### config.mk
export PLATFORM = sky130hd
export DESIGN_NAME = hack_ctrl_seq_flat
export DESIGN_NICKNAME = d
export VERILOG_FILES = /design/src/rtl/hack_ctrl_seq_if.sv /design/src/rtl/hack_ctrl_seq.sv /design/src/flat_wrapper.sv
export SDC_FILE = /design/constraint.sdc
export NUM_CORES = 1
export LEC_CHECK = 0
export CORE_UTILIZATION = 25
export DETAILED_ROUTE_END_ITERATION = 10
export SLEW_MARGIN = 25
export SYNTH_ARGS = -nofsm -noshare
export SYNTH_HDL_FRONTEND = slang
export SYNTH_SLANG_ARGS = --single-unit
### constraint.sdc
create_clock -name clk50m -period 3.85 [get_ports clk50m]
set_input_delay 0.5775 -clock clk50m [delete_from_list [all_inputs] [get_ports clk50m]]
set_output_delay 0.5775 -clock clk50m [all_outputs]
set_load 0.02 [all_outputs]
### src/rtl/hack_ctrl_seq_if.sv
`default_nettype none
// ============================================================================
// Module      : hack_ctrl_seq_if
// Description : Bus bundle between the Hack control sequencer and its
//               environment (ROM, data RAM, datapath).
// Revision    : 1.0 - initial release
// ============================================================================
interface hack_ctrl_seq_if #(
    parameter int W     = 16,
    parameter int CNT_W = 32
) ();
    logic             rom_req;
    logic             rom_ack;
    logic [W-1:0]     rom_data;
    logic             ram_req;
    logic             ram_we;
    logic             ram_ack;
    logic             zr;
    logic             ng;
    logic [W-1:0]     ir;
    logic [5:0]       alu_ctrl;
    logic             sel_am;
    logic             sel_a_alu;
    logic             load_a;
    logic             load_d;
    logic             load_m;
    logic             load_pc;
    logic             inc_pc;
    logic [CNT_W-1:0] instr_cnt;

    modport master (
        output rom_req,
        input  rom_ack,
        input  rom_data,
        output ram_req,
        output ram_we,
        input  ram_ack,
        input  zr,
        input  ng,
        output ir,
        output alu_ctrl,
        output sel_am,
        output sel_a_alu,
        output load_a,
        output load_d,
        output load_m,
        output load_pc,
        output inc_pc,
        output instr_cnt
    );

    modport slave (
        input  rom_req,
        output rom_ack,
        output rom_data,
        input  ram_req,
        input  ram_we,
        output ram_ack,
        output zr,
        output ng,
        input  ir,
        input  alu_ctrl,
        input  sel_am,
        input  sel_a_alu,
        input  load_a,
        input  load_d,
        input  load_m,
        input  load_pc,
        input  inc_pc,
        input  instr_cnt
    );
endinterface
`default_nettype wire

### src/rtl/hack_ctrl_seq.sv
`default_nettype none
// ============================================================================
// Module      : hack_ctrl_seq
// Description : Multi-cycle Hack CPU control sequencer: fetch, decode, data
//               RAM read/write handshakes and datapath load strobes.
// Revision    : 1.0 - initial release
// ============================================================================
module hack_ctrl_seq #(
    parameter int W     = 16,
    parameter int CNT_W = 32
) (
    input  logic            clk50m,
    input  logic            rst,
    hack_ctrl_seq_if.master bus
);

    localparam logic [2:0] c_st_fetch  = 3'd0;
    localparam logic [2:0] c_st_decode = 3'd1;
    localparam logic [2:0] c_st_memrd  = 3'd2;
    localparam logic [2:0] c_st_exec   = 3'd3;
    localparam logic [2:0] c_st_memwr  = 3'd4;

    localparam logic [CNT_W-1:0] c_cnt_one = {{(CNT_W-1){1'b0}}, 1'b1};

    logic [2:0]       r_state;
    logic [W-1:0]     r_ir;
    logic [CNT_W-1:0] r_instr_cnt;

    logic w_fetch;
    logic w_decode;
    logic w_memrd;
    logic w_exec;
    logic w_memwr;
    logic w_a_retire;
    logic w_commit;
    logic w_take;
    logic w_retire;

    // Every state decode is masked by rst so requests and strobes drop in the reset cycle
    assign w_fetch  = (r_state == c_st_fetch)  & ~rst;
    assign w_decode = (r_state == c_st_decode) & ~rst;
    assign w_memrd  = (r_state == c_st_memrd)  & ~rst;
    assign w_exec   = (r_state == c_st_exec)   & ~rst;
    assign w_memwr  = (r_state == c_st_memwr)  & ~rst;

    assign w_a_retire = w_decode & ~r_ir[15];
    // A C-instruction with an M destination defers its A/D/PC commit until the RAM write lands
    assign w_commit   = (w_exec & ~r_ir[3]) | (w_memwr & bus.ram_ack);
    assign w_take     = (r_ir[2] & bus.ng) | (r_ir[1] & bus.zr) | (r_ir[0] & ~bus.ng & ~bus.zr);
    assign w_retire   = w_a_retire | w_commit;

    assign bus.rom_req   = w_fetch;
    assign bus.ram_req   = w_memrd | w_memwr;
    assign bus.ram_we    = w_memwr;
    assign bus.load_m    = w_memrd & bus.ram_ack;
    assign bus.load_a    = w_a_retire | (w_commit & r_ir[5]);
    assign bus.sel_a_alu = w_commit;
    assign bus.load_d    = w_commit & r_ir[4];
    assign bus.load_pc   = w_commit & w_take;
    assign bus.inc_pc    = w_a_retire | (w_commit & ~w_take);
    assign bus.ir        = r_ir;
    assign bus.alu_ctrl  = r_ir[11:6];
    assign bus.sel_am    = r_ir[12];
    assign bus.instr_cnt = r_instr_cnt;

    always_ff @(posedge clk50m) begin
        if (rst) begin
            r_state     <= c_st_fetch;
            r_ir        <= '0;
            r_instr_cnt <= '0;
        end else begin
            if (w_retire) begin
                r_instr_cnt <= r_instr_cnt + c_cnt_one;
            end
            case (r_state)
                c_st_fetch: begin
                    if (bus.rom_ack) begin
                        r_ir    <= bus.rom_data;
                        r_state <= c_st_decode;
                    end
                end
                c_st_decode: begin
                    if (!r_ir[15]) begin
                        r_state <= c_st_fetch;
                    end else if (r_ir[12]) begin
                        r_state <= c_st_memrd;
                    end else begin
                        r_state <= c_st_exec;
                    end
                end
                c_st_memrd: begin
                    if (bus.ram_ack) begin
                        r_state <= c_st_exec;
                    end
                end
                c_st_exec: begin
                    r_state <= r_ir[3] ? c_st_memwr : c_st_fetch;
                end
                c_st_memwr: begin
                    if (bus.ram_ack) begin
                        r_state <= c_st_fetch;
                    end
                end
                default: begin
                    r_state <= c_st_fetch;
                end
            endcase
        end
    end

endmodule
`default_nettype wire
### src/flat_wrapper.sv
// flat-port wrapper written by rule: the top's interface ports become plain ports
module hack_ctrl_seq_flat 
#(
    parameter int W     = 16,
    parameter int CNT_W = 32
)
  (clk50m, rst, bus_rom_req, bus_rom_ack, bus_rom_data, bus_ram_req, bus_ram_we, bus_ram_ack, bus_zr, bus_ng, bus_ir, bus_alu_ctrl, bus_sel_am, bus_sel_a_alu, bus_load_a, bus_load_d, bus_load_m, bus_load_pc, bus_inc_pc, bus_instr_cnt);
  hack_ctrl_seq_if #(.W(W), .CNT_W(CNT_W)) bus_i ();
  input  logic clk50m;
  input  logic rst;
  output wire logic [$bits(bus_i.rom_req)-1:0] bus_rom_req;
  input wire logic [$bits(bus_i.rom_ack)-1:0] bus_rom_ack;
  input wire logic [$bits(bus_i.rom_data)-1:0] bus_rom_data;
  output wire logic [$bits(bus_i.ram_req)-1:0] bus_ram_req;
  output wire logic [$bits(bus_i.ram_we)-1:0] bus_ram_we;
  input wire logic [$bits(bus_i.ram_ack)-1:0] bus_ram_ack;
  input wire logic [$bits(bus_i.zr)-1:0] bus_zr;
  input wire logic [$bits(bus_i.ng)-1:0] bus_ng;
  output wire logic [$bits(bus_i.ir)-1:0] bus_ir;
  output wire logic [$bits(bus_i.alu_ctrl)-1:0] bus_alu_ctrl;
  output wire logic [$bits(bus_i.sel_am)-1:0] bus_sel_am;
  output wire logic [$bits(bus_i.sel_a_alu)-1:0] bus_sel_a_alu;
  output wire logic [$bits(bus_i.load_a)-1:0] bus_load_a;
  output wire logic [$bits(bus_i.load_d)-1:0] bus_load_d;
  output wire logic [$bits(bus_i.load_m)-1:0] bus_load_m;
  output wire logic [$bits(bus_i.load_pc)-1:0] bus_load_pc;
  output wire logic [$bits(bus_i.inc_pc)-1:0] bus_inc_pc;
  output wire logic [$bits(bus_i.instr_cnt)-1:0] bus_instr_cnt;
  assign bus_rom_req = bus_i.rom_req;
  assign bus_i.rom_ack = bus_rom_ack;
  assign bus_i.rom_data = bus_rom_data;
  assign bus_ram_req = bus_i.ram_req;
  assign bus_ram_we = bus_i.ram_we;
  assign bus_i.ram_ack = bus_ram_ack;
  assign bus_i.zr = bus_zr;
  assign bus_i.ng = bus_ng;
  assign bus_ir = bus_i.ir;
  assign bus_alu_ctrl = bus_i.alu_ctrl;
  assign bus_sel_am = bus_i.sel_am;
  assign bus_sel_a_alu = bus_i.sel_a_alu;
  assign bus_load_a = bus_i.load_a;
  assign bus_load_d = bus_i.load_d;
  assign bus_load_m = bus_i.load_m;
  assign bus_load_pc = bus_i.load_pc;
  assign bus_inc_pc = bus_i.inc_pc;
  assign bus_instr_cnt = bus_i.instr_cnt;
  hack_ctrl_seq #(.W(W), .CNT_W(CNT_W)) u_core (.clk50m(clk50m), .rst(rst), .bus(bus_i));
endmodule
After elaboration in Yosys (flattened, before gate mapping)
Cells that the tools add are included.
{"block": "totals", "reg_bits": 51, "output_inout_bits": 64}
{"block": "classes", "add_sub_neg": 1, "eq_ne": 7, "n_mux": 7, "n_bitwise": 30, "reduce_logical": 3}
{"cell": "adder 32 x 1 -> 32 bit, second input constant", "count": 1}
{"cell": "bitwise AND 1 bit", "count": 17}
{"cell": "two-way mux 3 bit", "count": 5}
{"cell": "case mux 3 bit (5 select lines)", "count": 1}
{"cell": "bitwise OR 1 bit", "count": 7}
{"cell": "== test 3 x 2 -> 1 bit, second input constant", "count": 2}
{"cell": "!= test 2 bit, second input constant", "count": 3}
{"cell": "NOT 1 bit", "count": 6}
{"cell": "== test 3 x 1 -> 1 bit, second input constant", "count": 1}
{"cell": "== test 3 bit, second input constant", "count": 1}
{"cell": "logical NOT 3 bit", "count": 1}
{"cell": "AND reduction 3 bit", "count": 1}
{"cell": "AND reduction 2 bit", "count": 1}
{"cell": "two-way mux 1 bit", "count": 1}

Longest topological paths before layout
{"block": "depth", "ltp_word": 7, "ltp_mapped": 7, "mapped_depth_nobuf": 5}

Worst setup path after synthesis
OpenSTA, ideal clock, no wires.
{"block": "synth_path", "path_type": "input -> output", "from": "in rst", "to": "out bus_load_m", "t_arrival_ps": 1744, "required_ps": 3273, "slack_ps": 1528, "stages": 3, "path_buffers": 2, "cell_sequence": "clkbuf_1 buf_1 nor4b_1"}
{"block": "synth_via", "elab_chain_len": 3}
{"element": "start, declared", "line": "flat_wrapper.sv:10", "source": "input logic rst;"}
{"element": "NOT 1 bit", "line": "hack_ctrl_seq.sv:42", "source": "assign w_memrd = (r_state == c_st_memrd) & ~rst;"}
{"element": "bitwise AND 1 bit", "line": "hack_ctrl_seq.sv:42"}
{"element": "bitwise AND 1 bit", "line": "hack_ctrl_seq.sv:55", "source": "assign bus.load_m = w_memrd & bus.ram_ack;"}
{"element": "end, declared", "line": "flat_wrapper.sv:25", "source": "output wire logic [$bits(bus_i.load_m)-1:0] bus_load_m;"}
Every way passes these cells.

Final worst setup path
{"block": "layout_path", "from": "in bus_ram_ack", "to": "out bus_inc_pc"}
{"block": "layout_via", "elab_chain_len": 4}
{"element": "start, declared", "line": "flat_wrapper.sv:16", "source": "input wire logic [$bits(bus_i.ram_ack)-1:0] bus_ram_ack;"}
{"element": "bitwise AND 1 bit", "line": "hack_ctrl_seq.sv:48", "source": "assign w_commit = (w_exec & ~r_ir[3]) | (w_memwr & bus.ram_ack);"}
{"element": "bitwise OR 1 bit", "line": "hack_ctrl_seq.sv:48"}
{"element": "bitwise AND 1 bit", "line": "hack_ctrl_seq.sv:60", "source": "assign bus.inc_pc = w_a_retire | (w_commit & ~w_take);"}
{"element": "bitwise OR 1 bit", "line": "hack_ctrl_seq.sv:60"}
{"element": "end, declared", "line": "flat_wrapper.sv:27", "source": "output wire logic [$bits(bus_i.inc_pc)-1:0] bus_inc_pc;"}
Every way passes these cells.

==> impl_table.tex <==
\begin{tabular}{lr}
\hline
Metric & Value \\
\hline
\multicolumn{2}{l}{\textbf{Clock tree}} \\
\quad Number of CTS-inserted buffers & 5 \\
\quad Maximum clock path buffer count & 2 \\
\quad Clock tree from TritonCTS & done \\
\quad CTS H-Tree Depth & 2 \\
\quad Clock transition at path regs & roughly 0.090 ns \\
\quad CTS Root Buffer Type & sky130\_fd\_sc\_hd\_\_clkbuf\_8 \\
\quad Total setup buffers inserted after CTS & 0 \\
\quad \# hold bufs at CTS & 0 \\
\quad Clk sinks & 51 \\
\quad Clock insertion delay at the later pin of the skew report & 0.30 ns \\
\quad Post-CTS sizing & 0 \\
\multicolumn{2}{l}{\textbf{Layout}} \\
\quad Sequential standard cell area & approximately 1000 µm² \\
\quad Diode count & 0 \\
\quad Total area of multi-input combinational cells & 1490 µm² \\
\quad Fill cells & around 1,100 \\
\quad Number of nets in the final layout & 409 \\
\quad Commonest non-fill, non-tap cell in the layout & sky130\_fd\_sc\_hd\_\_clkdlybuf4s50\_1 \\
\quad Layout cell share with drive strength beyond 1 & under 10\% \\
\quad Synth-to-layout area growth & 36.0\% \\
\quad Leading cell types in the layout, fill and taps excluded & sky130\_fd\_sc\_hd\_\_clkdlybuf4s50\_1 (84), sky130\_fd\_sc\_hd\_\_dfxtp\_1 (51), sky130\_fd\_sc\_hd\_\_nand2\_1 (49) \\
\quad Final instance count without filler cells & $\sim$520 \\
\multicolumn{2}{l}{\textbf{Place}} \\
\quad Routability Congestion & between 0.7 and 0.8 \\
\quad Count of input and output buffers & 85 \\
\quad Detailed Place HPWL & about 5100 µm \\
\quad Worst slack at placement & roughly 0.78 ns \\
\quad Total instance count after detailed placement & approximately 500 \\
\multicolumn{2}{l}{\textbf{Floorplanning}} \\
\quad Area of the die & between 10,000 and 15,000 µm² \\
\quad Site Rows & 37 \\
\quad Floorplan die height & 106 µm \\
\quad Core footprint & slightly above 10,000 µm² \\
\quad X dimension of the die & between 100 and 150 µm \\
\quad Number of top-level pins & 86 \\
\quad Initial Util & 25.9\% \\
\multicolumn{2}{l}{\textbf{Synthesis}} \\
\quad Xor and xnor area share after synthesis & less than 1\% \\
\quad Post-synth net total & 347 \\
\quad Syn\_area\_per\_cell & about 8.3 µm² \\
\quad Post-synthesis sequential element count & 51 \\
\quad Main combinational cell family by area after synthesis & simple AND/OR/NAND/NOR gates \\
\quad Asr flop ratio synth & 0\% \\
\quad Mux share of post-synthesis cell area & between 8 and 9\% \\
\quad Post-synth EDFFs & 0 \\
\quad Adder and majority cell fraction of the synthesized area & less than 1\% \\
\quad Synthesized netlist cell count & about 320 \\
\quad Synth warn & 0 \\
\quad Area of the mapped netlist & between 2000 and 3000 µm² \\
\quad Compound-gate portion of the synthesized area & 12.8\% \\
\quad Post-synth top flop & sky130\_fd\_sc\_hd\_\_dfxtp\_1 \\
\quad Simple-gate area share of the yosys netlist & 33.3\% \\
\quad Proportion of synthesized chip area in sequential cells & between 30\% and 40\% \\
\quad Distinct cell type count after synthesis & 46 \\
\multicolumn{2}{l}{\textbf{STA}} \\
\quad Share of the cycle needed by the critical path after routing & 79.7\% \\
\quad Number of max-slew violations in the final report & 0 \\
\quad Transition at the pin with the smallest max-transition slack & around 0.65 ns \\
\quad Setup total negative slack & 0 ns \\
\quad Unrepaired setup endpoints after global routing & no \\
\quad Layout Skew & 0.0106 ns \\
\quad Worst slew margin relative to its limit & around 57\% \\
\quad Fin worst setup slack & around 0.78 ns \\
\quad Number of hold violations in the final report & 0 \\
\quad Count of endpoints failing setup in the final report & 0 \\
\quad Max Freq & 0.326 GHz \\
\quad Minimum clock period after layout & around 3.1 ns \\
\multicolumn{2}{l}{\textbf{Setup path}} \\
\quad Highest fanout seen on the critical path & 11 \\
\quad Crit Path Category & in -> out \\
\quad Stage delay of the slowest cell on the critical path & about 0.6 ns \\
\quad Slowest stage cell, crit path & sky130\_fd\_sc\_hd\_\_clkdlybuf4s50\_1 \\
\quad Cell-by-cell listing of the critical path & clkdlybuf4s50\_1 -> and4bb\_1 -> o21bai\_2 -> inv\_2 -> nand2\_1 -> nand2\_1 -> clkdlybuf4s50\_1 \\
\quad Critical Path End Type & output pin \\
\quad Reg2Reg Depth & 5 \\
\quad Required time worst endpoint & 3.27 ns \\
\quad Launching element type of the critical path & input pin \\
\quad Data arrival time of the worst path & $\sim$2.5 ns \\
\multicolumn{2}{l}{\textbf{GRT}} \\
\quad Vias in the first global route & 2,513 \\
\quad Largest net degree at the start of global routing & 62 \\
\quad First-pass GRT wire length & $\sim$12,000 µm \\
\quad Total global routing track utilization & a little over an eighth \\
\quad Initial antenna violation count & 0 \\
\quad Global-route congestion overflow total & 0 \\
\multicolumn{2}{l}{\textbf{Power and ir drop}} \\
\quad Total power density per cell area & around 300 nW/µm² \\
\quad Cell leakage power & approximately 0.0012 µW \\
\quad Peak supply drop & 0.212 mV \\
\multicolumn{2}{l}{\textbf{Detailed routing}} \\
\quad WL per Instance & $\sim$14 µm \\
\quad Remaining routing DRC violations & 0 \\
\quad Vias & $\sim$2,600 \\
\quad Total Routed Length & $\sim$7300 µm \\
\quad Via density per instance & roughly 5.0 \\
\quad Antenna violation net count after detailed routing & 0 \\
\quad Initial detailed-routing violation count & 85 \\
\quad Detailed-router iteration count before antenna repair & 4 \\
\multicolumn{2}{l}{\textbf{Run}} \\
\quad Max-cap violations & 0 \\
\multicolumn{2}{l}{\textbf{Outcome}} \\
\quad Run status & complete, no violations \\
\multicolumn{2}{l}{\textbf{Min path}} \\
\quad Hold path cells & 2 \\
\quad Class of the worst hold path & reg -> reg \\
\hline
\end{tabular}
worst max-delay path: cells and delay by family:
kind,cells,cell delay [ns]
AO/OA/AOI/OAI,1,0.15
buffers and inverters,3,1.33
AND/OR/NAND/NOR,3,0.44
flip-flops by register name, summed over array words and instances, names as in the netlist:
signal	count
u_core.r_state	3
u_core.bus.ir	16
u_core.bus.instr_cnt	32
cell type report:
type	count	area share (%)
multi-input combinational	238	40.7
sequential	51	27.9
timing repair buffer	87	23.6
tap	136	4.66
clock buffer	6	1.99
clock inverter	1	0.822
inverter	3	0.308
cells in the mapped netlist, types with 3 or more instances:
master / n / area [µm²]
sky130_fd_sc_hd__nand2b_1: 6 / 37.5
sky130_fd_sc_hd__a21oi_1: 29 / 145
sky130_fd_sc_hd__nand4_1: 10 / 62.6
sky130_fd_sc_hd__dfxtp_1: 51 / 1020
sky130_fd_sc_hd__o31ai_1: 9 / 67.6
sky130_fd_sc_hd__nor3_1: 8 / 40.0
sky130_fd_sc_hd__and2_1: 3 / 18.8
sky130_fd_sc_hd__nand3_1: 8 / 40.0
sky130_fd_sc_hd__and4_1: 6 / 52.6
sky130_fd_sc_hd__buf_4: 7 / 52.6
sky130_fd_sc_hd__mux2_1: 15 / 169
sky130_fd_sc_hd__clkbuf_1: 12 / 45.0
sky130_fd_sc_hd__mux2i_1: 6 / 60.1
sky130_fd_sc_hd__nand2_1: 49 / 184
sky130_fd_sc_hd__buf_2: 9 / 45.0
sky130_fd_sc_hd__or4_1: 10 / 75.1
sky130_fd_sc_hd__or3_1: 3 / 18.8
sky130_fd_sc_hd__o211ai_1: 3 / 22.5
sky130_fd_sc_hd__and3_1: 3 / 18.8
sky130_fd_sc_hd__nor2_1: 17 / 63.8
sky130_fd_sc_hd__nor4_1: 14 / 87.6
sky130_fd_sc_hd__nor2b_1: 15 / 93.8
sky130_fd_sc_hd__o21ai_1: 3 / 15.0
path summary, 6_finish.rpt:
| check | start | to | slack (ns) |
|---|---|---|---|
| max reg2reg | u_core.r_state[1]$_SDFFE_PP0P_ | u_core.bus.instr_cnt[13]$_SDFFE_PP0P_ | 1.58 |
| min reg2reg | u_core.bus.ir[13]$_SDFFE_PP0P_ | u_core.bus.ir[13]$_SDFFE_PP0P_ | 0.47 |
| min | u_core.bus.ir[13]$_SDFFE_PP0P_ | u_core.bus.ir[13]$_SDFFE_PP0P_ | 0.47 |
| max | bus_ram_ack | bus_inc_pc | 0.78 |
routing by layer:
layer  vias to the layer above  share of wire [%]  track usage [%]
li1                       1295                  -                -
met5                         -                  0                0
met4                         0               0.70             2.88
met2                        89                 45             21.4
met1                      1233                 46             17.5
met3                         7                8.3             4.89
cell families after synthesis:
family	after synthesis
and+or+nand+nor	161
AOI/OAI and AO/OA	54
DFF	51
buffers and inverters	35
muxes	21
xor gates and xnor gates	1
adders and majority gates	1
power by group:
group | switching (µW) | internal (µW) | total, µW
combinational | 93.6 | 78.4 | 172
sequential | 19.5 | 542 | 561
clock | 179 | 191 | 370
metrics by stage:
| stage | hold slack [ns] | cell area, µm² | util, % | total power, µW |
|---|---|---|---|---|
| after floorplan | 0.535 | 2690 | - | 674 |
| after global placement | 0.443 | 3550 | 34.3 | 744 |
| after detailed placement | 0.456 | 3550 | 34.3 | 746 |
| after CTS | 0.473 | 3650 | 35.2 | 1120 |
| after global routing | 0.490 | 3650 | 35.2 | 1160 |
| final | 0.469 | 3650 | 35.2 | 1100 |
Power figures use the tool's default switching activity.
==> edit, RTL diff (same settings) <==
`W` is set to 16 in 3 places; all go to 18.
--- a/src/rtl/hack_ctrl_seq_if.sv
+++ b/src/rtl/hack_ctrl_seq_if.sv
@@ -8,3 +8,3 @@
 interface hack_ctrl_seq_if #(
-    parameter int W     = 16,
+    parameter int W     = 18,
     parameter int CNT_W = 32
--- a/src/rtl/hack_ctrl_seq.sv
+++ b/src/rtl/hack_ctrl_seq.sv
@@ -8,3 +8,3 @@
 module hack_ctrl_seq #(
-    parameter int W     = 16,
+    parameter int W     = 18,
     parameter int CNT_W = 32
--- a/src/flat_wrapper.sv
+++ b/src/flat_wrapper.sv
@@ -3,3 +3,3 @@
 #(
-    parameter int W     = 16,
+    parameter int W     = 18,
     parameter int CNT_W = 32
Ports: changed (resized bus_ir and bus_rom_data); port bits go from 86 to 90. The function was not compared with the original's and may differ.
==> edit against the unedited design <==
  * Design area is 2.0% lower
  * Synthesized area down 7.0%
  * Wire length decreased by 5.4%
  * Global-route usage hardly changed
  * Sequential cell count is 2 higher
  * Final cell count shrank 2.5%
  * Sequential share of layout area up 1.7 points
  * Die area down 6.9%
  * Setup slack got worse by 190 ps
  * Total power is 0.11% higher
  * Largest cell class unchanged
==> edit: results (changes against the unedited design) <==
stage	metric	value	unit	change
status	status	complete, no violations		
global_routing	grt_start_max_net_pins	33		-47%
routing	drt_iter0_markers	105		+24%
yosys	synth_cells	297		-8.3%
yosys	synthTopCellsByCount	dfxtp_1, nand2_1, a21oi_1, nor2_1, xor2_1		
placement	portBuffers	89		+4.7%
routing	wl_per_cell	13.56	microns	-3.0%
pwr	ir_drop	0.2011	mV	-5.2%
routing	dr_wl_met3	431	microns	-29%
global_routing	grt_pass1_wl	11160	microns	-9.0%
final_layout	clk_share	0.03213		+0.004062
global_routing	grt_use_met3	0.04241		-0.006448
critical_path	rrSetupSlack	1190	ps	-390 ps
routing	wl_met1	3176	microns	-5.5%
pwr	switching_share	0.2514		-0.01317
yosys	synth_seq_area_share	0.4244		+0.04454
final_layout	area_delta_synth_final	43.29	%	
final_layout	seq_share	0.2962		+0.01684
placement	place_area	3467	sq um	-2.4%
min_path	hold_path_end	u_core.bus.ir[16]		
sta	whs	461.5	ps	-7.650 ps
final_layout	fillers	1025		-8.3%
min_path	hp-start	u_core.bus.ir[16]		
critical_path	crit_end	bus_load_pc		
sta	clock_skew	15.34	ps	+4.704 ps
critical_path	worst-path-max-fanout	6		-5
yosys	synth_area_leaders	dfxtp_1, nand2_1, a21oi_1		
placement	dp_slack	585.5	ps	-191.1 ps
sta	tightest_slew	786.4	ps	+138.2 ps
yosys	ys_types	48		+4.3%
routing	vias	2412		-8.1%
final_layout	multi_input_comb_cells	218		-8.4%
placement	dp_cells	501		-2.7%
final_layout	n_all_buffers	93		+6.9%
critical_path	rr_worst_depth	6		+1
global_routing	grt.total_usage	0.1353		+0.0004311
placement	place_hpwl	4877	microns	-4.8%
global_routing	grt_pass1_vias	2312		-8.0%
floorplanning	core_area	9729	sq um	-6.2%
sta	fmax	0.3072	GHz	-5.7%
routing	wl_met2	3242	microns	-1.0%
global_routing	grtUsageMet1	0.1655		-0.009103
placement	place_congestion	0.7331		-0.22%
final_layout	nNonClkInverters	4		+1
final_layout	clkbuf_count	5		-1
critical_path	worstPathArrival	2680	ps	+190 ps
yosys	synth-seq-cells	53		+3.9%
critical_path	path_delay_family	buffers and inverters		
final_layout	nonClkBufAreaFrac	0.2557		+0.02014
final_layout	multi_input_area_share	0.3654		-0.04204
final_layout	fin_nets	400		-2.2%
pwr	p_leak	1.165	nW	-6.7%
min_path	hold_class	reg -> reg		
final_layout	drive_gt1_frac	0.05851		+0.01965
critical_path	r2r_end	u_core.bus.instr_cnt[26]		
routing	vias_per_cell	4.739		-5.7%
global_routing	grt_use_met2	0.2297		+0.01592
yosys	synth_nets	322		-7.2%
critical_path	crit-reg2reg-launch	u_core.r_state[2]		
## edit: cell count changes after synthesis, sizes merged, moves of 4 or more
cell   unedited run  this run
a21oi            29        35
buf              19        11
mux2             15         0
mux2i             6         1
nand4            11         6
nor2             17        25
nor2b            15         1
nor3              8         3
nor4             15         5
o21ai             4        11
or3               3         7
xnor2             1         6
xor2              0        13
## edit: power by group through the flow
stage	logic (mW)	clock network, mW	registers [mW]
CTS	0.148	0.403	0.577
global route	0.159	0.424	0.579
detailed placement	0.147	0	0.589
floorplan	0.0643	0	0.599
global placement	0.146	0	0.588
finish	0.147	0.382	0.576
## edit: kinds of logic after synthesis
kind of cell               after synthesis  synth area share
xor gates and xnor gates                19           0.06657
adders and majority gates                1          0.005004
DFF                                     53            0.4244
AOI/OAI and AO/OA                       63            0.1602
and+or+nand+nor                        134            0.2853
muxes                                    1          0.004004
buffers and inverters                   26           0.05455
